==> config.mk <==
export PLATFORM = sky130hd
export DESIGN_NAME = riscv_multi_ctrl
export DESIGN_NICKNAME = d
export VERILOG_FILES = /design/src/rtl/riscv_multi_ctrl.sv
export SDC_FILE = /design/constraint.sdc
export NUM_CORES = 1
export LEC_CHECK = 0
export BUFFER_PORTS_ARGS = -buffer_cell sky130_fd_sc_hd__buf_2
export CAP_MARGIN = 25
export CORE_MARGIN = 1
export CORE_UTILIZATION = 47
export CTS_BUF_LIST = sky130_fd_sc_hd__clkbuf_4
export CTS_CLUSTER_SIZE = 12
export DETAILED_ROUTE_END_ITERATION = 16
export GPL_ROUTABILITY_DRIVEN = 0
export PLACE_DENSITY = 0.92
export SLEW_MARGIN = 20
export SYNTH_ARGS = -nofsm -noshare
export SYNTH_HDL_FRONTEND = slang
export SYNTH_SLANG_ARGS = --single-unit
==> constraint.sdc <==
create_clock -name i_clk -period 2.1 [get_ports i_clk]
set_input_delay 0.21 -clock i_clk [delete_from_list [all_inputs] [get_ports i_clk]]
set_output_delay 0.21 -clock i_clk [all_outputs]
set_load 0.05 [all_outputs]
==> src/rtl/riscv_multi_ctrl.sv <==
// -----------------------------------------------------------------------------
// riscv_multi_ctrl
// Main control unit for the multicycle RV32I core. A Moore FSM sequences one
// instruction at a time. Alongside it sit an ALU decoder, an immediate-source
// decoder and the branch-resolve logic.
//
// Ports:
//   i_clk, i_rst        clock; synchronous active-high reset
//   i_opcode, i_funct3  fields of the latched instruction register
//   i_funct7b5          instr[30]
//   i_zero              ALU zero flag, used for branch resolution
//   o_pc_en             PC enable (PC update, or a taken branch)
//   o_ir_en             instruction register / OldPC enable
//   o_mem_we, o_rf_we   memory and register file write strobes
//   o_adr_src           memory address select (0 PC, 1 Result)
//   o_result_src        result select (00 ALUOut, 01 Data, 10 ALUResult)
//   o_alu_src_a/b       ALU operand selects
//   o_imm_src           immediate type (00 I, 01 S, 10 B, 11 J)
//   o_alu_ctrl          ALU operation code
//   o_valid             one-cycle pulse per retired instruction
//   o_illegal           one-cycle pulse on an unsupported instruction
// -----------------------------------------------------------------------------
module riscv_multi_ctrl #(
   parameter int unsigned BW_CTRL = 4,
   parameter int unsigned BW_OP   = 7
) (
   input  logic               i_clk,
   input  logic               i_rst,
   input  logic [BW_OP-1:0]   i_opcode,
   input  logic [2:0]         i_funct3,
   input  logic               i_funct7b5,
   input  logic               i_zero,
   output logic               o_pc_en,
   output logic               o_ir_en,
   output logic               o_mem_we,
   output logic               o_rf_we,
   output logic               o_adr_src,
   output logic [1:0]         o_result_src,
   output logic [1:0]         o_alu_src_a,
   output logic [1:0]         o_alu_src_b,
   output logic [1:0]         o_imm_src,
   output logic [BW_CTRL-1:0] o_alu_ctrl,
   output logic               o_valid,
   output logic               o_illegal
);

   localparam logic [BW_OP-1:0] OP_LW  = BW_OP'(7'b0000011);
   localparam logic [BW_OP-1:0] OP_SW  = BW_OP'(7'b0100011);
   localparam logic [BW_OP-1:0] OP_R   = BW_OP'(7'b0110011);
   localparam logic [BW_OP-1:0] OP_I   = BW_OP'(7'b0010011);
   localparam logic [BW_OP-1:0] OP_BR  = BW_OP'(7'b1100011);
   localparam logic [BW_OP-1:0] OP_JAL = BW_OP'(7'b1101111);

   localparam logic [BW_CTRL-1:0] ALU_ADD  = BW_CTRL'(4'b0000);
   localparam logic [BW_CTRL-1:0] ALU_SUB  = BW_CTRL'(4'b0001);
   localparam logic [BW_CTRL-1:0] ALU_AND  = BW_CTRL'(4'b0010);
   localparam logic [BW_CTRL-1:0] ALU_OR   = BW_CTRL'(4'b0011);
   localparam logic [BW_CTRL-1:0] ALU_XOR  = BW_CTRL'(4'b0100);
   localparam logic [BW_CTRL-1:0] ALU_SLT  = BW_CTRL'(4'b0101);
   localparam logic [BW_CTRL-1:0] ALU_SLL  = BW_CTRL'(4'b0110);
   localparam logic [BW_CTRL-1:0] ALU_SRL  = BW_CTRL'(4'b0111);
   localparam logic [BW_CTRL-1:0] ALU_SRA  = BW_CTRL'(4'b1000);
   localparam logic [BW_CTRL-1:0] ALU_SLTU = BW_CTRL'(4'b1001);

   typedef enum logic [3:0] {
      StFetch,
      StDecode,
      StMemAdr,
      StMemRead,
      StMemWrite,
      StMemWb,
      StExecR,
      StExecI,
      StAluWb,
      StBranch,
      StJal
   } state_t;

   typedef enum logic [1:0] {
      AluopAdd,
      AluopSub,
      AluopFunct
   } aluop_t;

   state_t state_q, state_d;

   logic              pc_update, branch, taken, dec_illegal;
   logic              ir_en, mem_we, rf_we, adr_src, valid, illegal;
   logic [1:0]        result_src, src_a, src_b, imm_src;
   aluop_t            aluop;
   logic [BW_CTRL-1:0] alu_ctrl;

   // Only beq/bne are supported; other branch funct3 values are rejected.
   always_comb begin
      dec_illegal = 1'b0;
      if (i_opcode == OP_BR) begin
         dec_illegal = (i_funct3[2:1] != 2'b00);
      end else if (i_opcode != OP_LW && i_opcode != OP_SW && i_opcode != OP_R &&
                   i_opcode != OP_I && i_opcode != OP_JAL) begin
         dec_illegal = 1'b1;
      end
   end

   always_comb begin
      state_d = StFetch;
      unique case (state_q)
         StFetch:  state_d = StDecode;
         StDecode: begin
            if (dec_illegal) begin
               state_d = StFetch;
            end else if (i_opcode == OP_LW || i_opcode == OP_SW) begin
               state_d = StMemAdr;
            end else if (i_opcode == OP_R) begin
               state_d = StExecR;
            end else if (i_opcode == OP_I) begin
               state_d = StExecI;
            end else if (i_opcode == OP_BR) begin
               state_d = StBranch;
            end else begin
               state_d = StJal;
            end
         end
         StMemAdr:   state_d = (i_opcode == OP_SW) ? StMemWrite : StMemRead;
         StMemRead:  state_d = StMemWb;
         StExecR:    state_d = StAluWb;
         StExecI:    state_d = StAluWb;
         StJal:      state_d = StAluWb;
         StMemWb:    state_d = StFetch;
         StMemWrite: state_d = StFetch;
         StAluWb:    state_d = StFetch;
         StBranch:   state_d = StFetch;
         default:    state_d = StFetch;
      endcase
   end

   always_ff @(posedge i_clk) begin
      if (i_rst) begin
         state_q <= StFetch;
      end else begin
         state_q <= state_d;
      end
   end

   // Moore decode of the state register.
   always_comb begin
      pc_update  = 1'b0;
      branch     = 1'b0;
      ir_en      = 1'b0;
      mem_we     = 1'b0;
      rf_we      = 1'b0;
      adr_src    = 1'b0;
      valid      = 1'b0;
      illegal    = 1'b0;
      result_src = 2'b00;
      src_a      = 2'b00;
      src_b      = 2'b00;
      aluop      = AluopAdd;
      unique case (state_q)
         StFetch: begin
            ir_en      = 1'b1;
            src_b      = 2'b10;
            result_src = 2'b10;
            pc_update  = 1'b1;
         end
         StDecode: begin
            src_a   = 2'b01;
            src_b   = 2'b01;
            illegal = dec_illegal;
         end
         StMemAdr: begin
            src_a = 2'b10;
            src_b = 2'b01;
         end
         StMemRead: adr_src = 1'b1;
         StMemWrite: begin
            adr_src = 1'b1;
            mem_we  = 1'b1;
            valid   = 1'b1;
         end
         StMemWb: begin
            result_src = 2'b01;
            rf_we      = 1'b1;
            valid      = 1'b1;
         end
         StExecR: begin
            src_a = 2'b10;
            aluop = AluopFunct;
         end
         StExecI: begin
            src_a = 2'b10;
            src_b = 2'b01;
            aluop = AluopFunct;
         end
         StAluWb: begin
            rf_we = 1'b1;
            valid = 1'b1;
         end
         StBranch: begin
            src_a  = 2'b10;
            aluop  = AluopSub;
            branch = 1'b1;
            valid  = 1'b1;
         end
         StJal: begin
            src_a     = 2'b01;
            src_b     = 2'b10;
            pc_update = 1'b1;
         end
         default: ;
      endcase
   end

   always_comb begin
      unique case (i_funct3)
         3'b000:  taken = i_zero;
         3'b001:  taken = ~i_zero;
         default: taken = 1'b0;
      endcase
   end

   always_comb begin
      imm_src = 2'b00;
      if (i_opcode == OP_SW) begin
         imm_src = 2'b01;
      end else if (i_opcode == OP_BR) begin
         imm_src = 2'b10;
      end else if (i_opcode == OP_JAL) begin
         imm_src = 2'b11;
      end
   end

   // Subtract for funct3 000 only on R-type (opcode bit 5); on I-type
   // funct7b5 is an immediate bit.
   always_comb begin
      alu_ctrl = ALU_ADD;
      unique case (aluop)
         AluopAdd: alu_ctrl = ALU_ADD;
         AluopSub: alu_ctrl = ALU_SUB;
         AluopFunct: begin
            unique case (i_funct3)
               3'b000:  alu_ctrl = (i_opcode[5] & i_funct7b5) ? ALU_SUB : ALU_ADD;
               3'b001:  alu_ctrl = ALU_SLL;
               3'b010:  alu_ctrl = ALU_SLT;
               3'b011:  alu_ctrl = ALU_SLTU;
               3'b100:  alu_ctrl = ALU_XOR;
               3'b101:  alu_ctrl = i_funct7b5 ? ALU_SRA : ALU_SRL;
               3'b110:  alu_ctrl = ALU_OR;
               3'b111:  alu_ctrl = ALU_AND;
               default: alu_ctrl = ALU_ADD;
            endcase
         end
         default: alu_ctrl = ALU_ADD;
      endcase
   end

   // Reset suppresses every output, including the cycle reset is first seen.
   assign o_pc_en      = ~i_rst & (pc_update | (branch & taken));
   assign o_ir_en      = ~i_rst & ir_en;
   assign o_mem_we     = ~i_rst & mem_we;
   assign o_rf_we      = ~i_rst & rf_we;
   assign o_adr_src    = ~i_rst & adr_src;
   assign o_valid      = ~i_rst & valid;
   assign o_illegal    = ~i_rst & illegal;
   assign o_result_src = i_rst ? 2'b00 : result_src;
   assign o_alu_src_a  = i_rst ? 2'b00 : src_a;
   assign o_alu_src_b  = i_rst ? 2'b00 : src_b;
   assign o_imm_src    = i_rst ? 2'b00 : imm_src;
   assign o_alu_ctrl   = i_rst ? '0 : alu_ctrl;

endmodule

* Word-level counts from Yosys, hierarchy flattened
Index checks and enable logic that the tools add are counted.
** Storage, ports and cells
- Bits in registers :: 4
- Input bits :: 14
- Logic and storage cells :: 94
- Output and inout port bits :: 19
** Operators by class
- Bitwise operators :: 12
- Equal/unequal tests :: 30
- Multiplexer cells :: 34
- Reduce and logical (&&, ||, !) cells :: 17
** Operators with widths (number)
- case mux 4 bit (8 select lines) :: 1
- two-way mux 4 bit :: 6
- case mux 4 bit (5 select lines) :: 1
- == test 4 x 3 -> 1 bit (second input constant) :: 4
- two-way mux 2 bit :: 8
- case mux 2 bit (2 select lines) :: 4
- == test 7 x 6 -> 1 bit (second input constant) :: 2
- == test 7 bit (second input constant) :: 2
- != test 7 x 6 -> 1 bit (second input constant) :: 2
- == test 3 bit (second input constant) :: 4
- == test 4 bit (second input constant) :: 3
- two-way mux 1 bit :: 11
- OR reduction 2 bit :: 5
- bitwise AND 1 bit :: 9
- == test 4 x 2 -> 1 bit (second input constant) :: 2
- case mux 4 bit (2 select lines) :: 1
- OR reduction 4 bit :: 2
- == test 7 x 2 -> 1 bit (second input constant) :: 1
- == test 7 x 5 -> 1 bit (second input constant) :: 1
- != test 7 x 2 -> 1 bit (second input constant) :: 1
- != test 7 x 5 -> 1 bit (second input constant) :: 1
- != test 7 bit (second input constant) :: 1
- == test 3 x 2 -> 1 bit (second input constant) :: 2
- OR reduction 3 bit :: 2
- other kinds (13) :: 17

* Logic depth before layout (Yosys ltp)
- Depth in word-level cells :: 9
- Mapped depth :: 8
- Gate-level depth less buffers :: 7

* Worst setup path before layout
OpenSTA, ideal clock, no wires.
- Path type :: reg2out
- From :: reg state_q[1]
- To :: out o_alu_ctrl[1]
- Path buffers :: 2
- Arrival :: 2773 ps
- Slack :: -883 ps
- Stages on the path, launching flop included :: 6
- Data required time :: 1890 ps
- Cells stage by stage :: dfxtp_1 -> clkbuf_1 -> clkbuf_1 -> and2_1 -> ha_1 -> nor4_1
** On the way
- Cells in the longest elaborated chain, start to end :: 6
- Elaborated cells between the ends (all ways) :: 9
- Classes of those cells :: 5 x eq/ne; 3 x mux; 1 x reduce/logical
** Ends and longest elaborated chain
- start, declared :: line 85 : state_t state_q, state_d;
- start signal, assigned :: line 138 : state_q <= StFetch;
- start signal, assigned :: line 140 : state_q <= state_d;
- == test 4 x 3 -> 1 bit :: line 158 : unique case (state_q)
- OR reduction 2 bit (no source line)
- case mux 2 bit (2 select lines) * :: line 158
- == test 2 bit / == test 2 x 1 -> 1 bit (equally long branches) :: line 236 : unique case (aluop)
- case mux 4 bit (2 select lines) * :: line 236
- two-way mux 4 bit * :: line 268 : assign o_alu_ctrl = i_rst ? '0 : alu_ctrl;
- end, declared :: line 42 : output logic [BW_CTRL-1:0] o_alu_ctrl,
Mark *: on every way between the ends. The rest lies on a longest branch, timed or not.

* Worst setup path in the final report
- From :: reg state_q[2]
- To :: out o_alu_ctrl[0]
The elaborated chain is that of the path after synthesis.

==> out/results.tsv <==
metric	value	unit
Fmax achieved	488	MHz
final setup TNS	0	ns
critical path endpoint category	primary output	
Slew @ Worst Pin	0.412	ns
final setup margin	0.0512	ns
post-synthesis async set-or-reset flop share	0	%
global route overflow	0	
Final Non-Filler Cells	145	
fin crit period	2.05	ns
R2R cell count	4	
Synth Cell Area	686	um^2
drt initial violations	20	
via-per-instance ratio	5.94	
Final Hold Fails	0	
synth top area cells	dfxtp_1, nor3_1, a21oi_1, nor2b_1, nand2b_1	
final setup vio count	0	
critical path startpoint category	register	
H-tree levels	1	
Final ANT Viol Nets	0	
final WL	1.91	mm
Bufs on Longest Clock Path	2	
clock latency on the worst-skew pair	0.25	ns
row count	13	
TritonCTS clock tree	done	
Worst R2R Setup Slack	0.66	ns
Tcrit/Tclk final	97.6	%
Die X	40.2	um
crit-path max FO	5	
Hold Path Depth	3	
initial core utilization	51.4	%
max_cap viols	0	
commonest non-fill, non-tap cells in the layout	buf_2, nor3_1, a21oi_1	
Largest register FFs	4	
first-pass GRT wire length	2.78	mm
number of global-route vias before repair	682	
gr usage total	26.1	%
Vias	862	
DRT Pass-1 Iters	4	
hpwl dp	1.44	mm
largest net degree at the start of global routing	18	
area leader, netlist	dfxtp_1	
DRC	0	
Lkg Pwr	0.422	nW
WHS Endpoint	state_q[2]	
final net count	148	
core area	0.00133	mm^2
post-synthesis register bit count	4	
Synthesized Nets	115	
Max Slew Vio Count	0	
cts hold-fix bufs	0	
worst min-delay path category	primary input to register	
EDFF count, synth	0	
Critical Path Start	state_q[2]	
PwrDens	321	mW/mm^2
post-synthesis sequential area ratio	11.7	%
Inst Count DP	141	
n_diodes	0	
Worst Hold Launch	i_opcode[4]	
clock skew	0.00352	ns
RSZ-0062 raised after global routing	false	
required time of the critical path	1.89	ns
Crit Path Category	register to primary output	
antenna violations before repair	0	
Syn. warnings	0	
Largest Register	state_q	
leading cell type in the layout, fill and taps excluded	buf_2	
PortBufs	32	
clk sink count	4	
reg2reg start	state_q[3]	
die height	40.2	um
Yosys top cell area share	11.7	%
CTS clk-pin slew, worst paths	0.04	ns
CTS buffer count	3	
share of post-route cells with drive strength above 1	42.3	%
Area Overhead vs Synth	42.3	%
worst r2r dst	state_q[0]	
I/O pin cnt	33	
syn avg cell area	6.93	um^2
status	complete, no violations	
Syn Inst Count	99	
wire per inst	13.2	um
post-synth cell types	34	
Peak supply drop	0.250	mV
Die Area	0.00162	mm^2
CTS root buffer	clkbuf_4	
biggest regs	state_q (4)	
Post-Place Setup Slack	0.149	ns
top_reg_cell synth	dfxtp_1	
crit path DAT	1.84	ns
# fillers	114	
worst relative slew slack	72.3	%
power by group:
part	switching (mW)	internal, mW	total, mW
registers	0.00119	0.0784	0.0796
clock network	0.0343	0.0640	0.0984
logic	0.0934	0.0419	0.135
synthesized netlist by cell type, types with 2 or more instances:
| master | number |
|---|---|
| nand2b_1 | 6 |
| ha_1 | 2 |
| and3_1 | 2 |
| nor3_1 | 11 |
| nand2_1 | 4 |
| nor3b_1 | 2 |
| nand4_1 | 2 |
| nor2_1 | 7 |
| inv_1 | 4 |
| nand3b_1 | 2 |
| clkbuf_1 | 5 |
| buf_2 | 2 |
| a211oi_1 | 3 |
| nor4_1 | 3 |
| a21oi_1 | 9 |
| dfxtp_1 | 4 |
| and2_1 | 2 |
| o31ai_1 | 3 |
| nor2b_1 | 7 |
| o21ai_0 | 3 |
| xor2_1 | 3 |
final cells by class:
class                   instances  area [um^2]  share of cell area (%)
flip-flops and latches          4         80.1                    8.21
multi-input cells              82          624                    64.0
inverters                       4         15.0                    1.54
well taps                      15         18.8                    1.92
repair buffers                 37          215                    22.1
clock buffers                   3         22.5                    2.31
routing by layer:
metal | vias up | part of all wire [%] | routed length [um] | track usage (%)
li1 | 427 | - | - | -
met3 | 5 | 5.9 | 113 | 3.33
met4 | 0 | 2.1 | 41 | 15.0
met5 | - | 0 | 0 | 0
met1 | 384 | 42 | 797 | 30.2
met2 | 46 | 50 | 960 | 45.6
cells by family (layout without fill, tap and decap cells):
logic type | count (synthesis) | after routing | synth area share [%]
and+or+nand+nor | 52 | 52 | 46.9
AOI/OAI and AO/OA | 23 | 23 | 23.2
DFF | 4 | 4 | 11.7
buffers and inverters | 13 | 44 | 8.03
muxes | 1 | 1 | 1.46
adders and majority gates | 2 | 2 | 3.65
xor gates and xnor gates | 4 | 4 | 5.11
worst max-delay path, cell delays in order (launching register included):
cell and delay [ns]:
dfxtp_1 0.39, nor2b_2 0.21, and2_1 0.17, ha_2 0.20
o31ai_1 0.11, a211oi_4 0.25, clkbuf_4 0.27
how the worst max path moves through the flow:
stage | endpoint | slack, ns | cells past startpoint
floorplan | o_result_src[1] | -0.30 | 4
global placement | o_alu_ctrl[2] | 0.21 | 6
detailed placement | o_alu_ctrl[1] | 0.15 | 6
global route | o_alu_ctrl[1] | 0.02 | 5
finish | o_alu_ctrl[0] | 0.05 | 6
CTS | o_alu_ctrl[2] | 0.01 | 6
metrics by stage:
step | hold WS (ns) | utilization [%] | power (mW) | area [um^2]
floorplan | 0.398 | - | 0.176 | 742
global placement | 0.562 | 68.3 | 0.211 | 911
detailed placement | 0.564 | 68.3 | 0.214 | 911
CTS | 0.317 | 70.7 | 0.311 | 943
global route | 0.351 | 73.2 | 0.327 | 976
finish | 0.311 | 73.2 | 0.313 | 976
timing repair:
action,CTS,global route
endpoints found under the setup margin,3,4
pin swaps,0,1
gates resized for setup,4,7
hold endpoints to repair,0,0
setup buffers,0,1
Power figures use the tool's default switching activity.
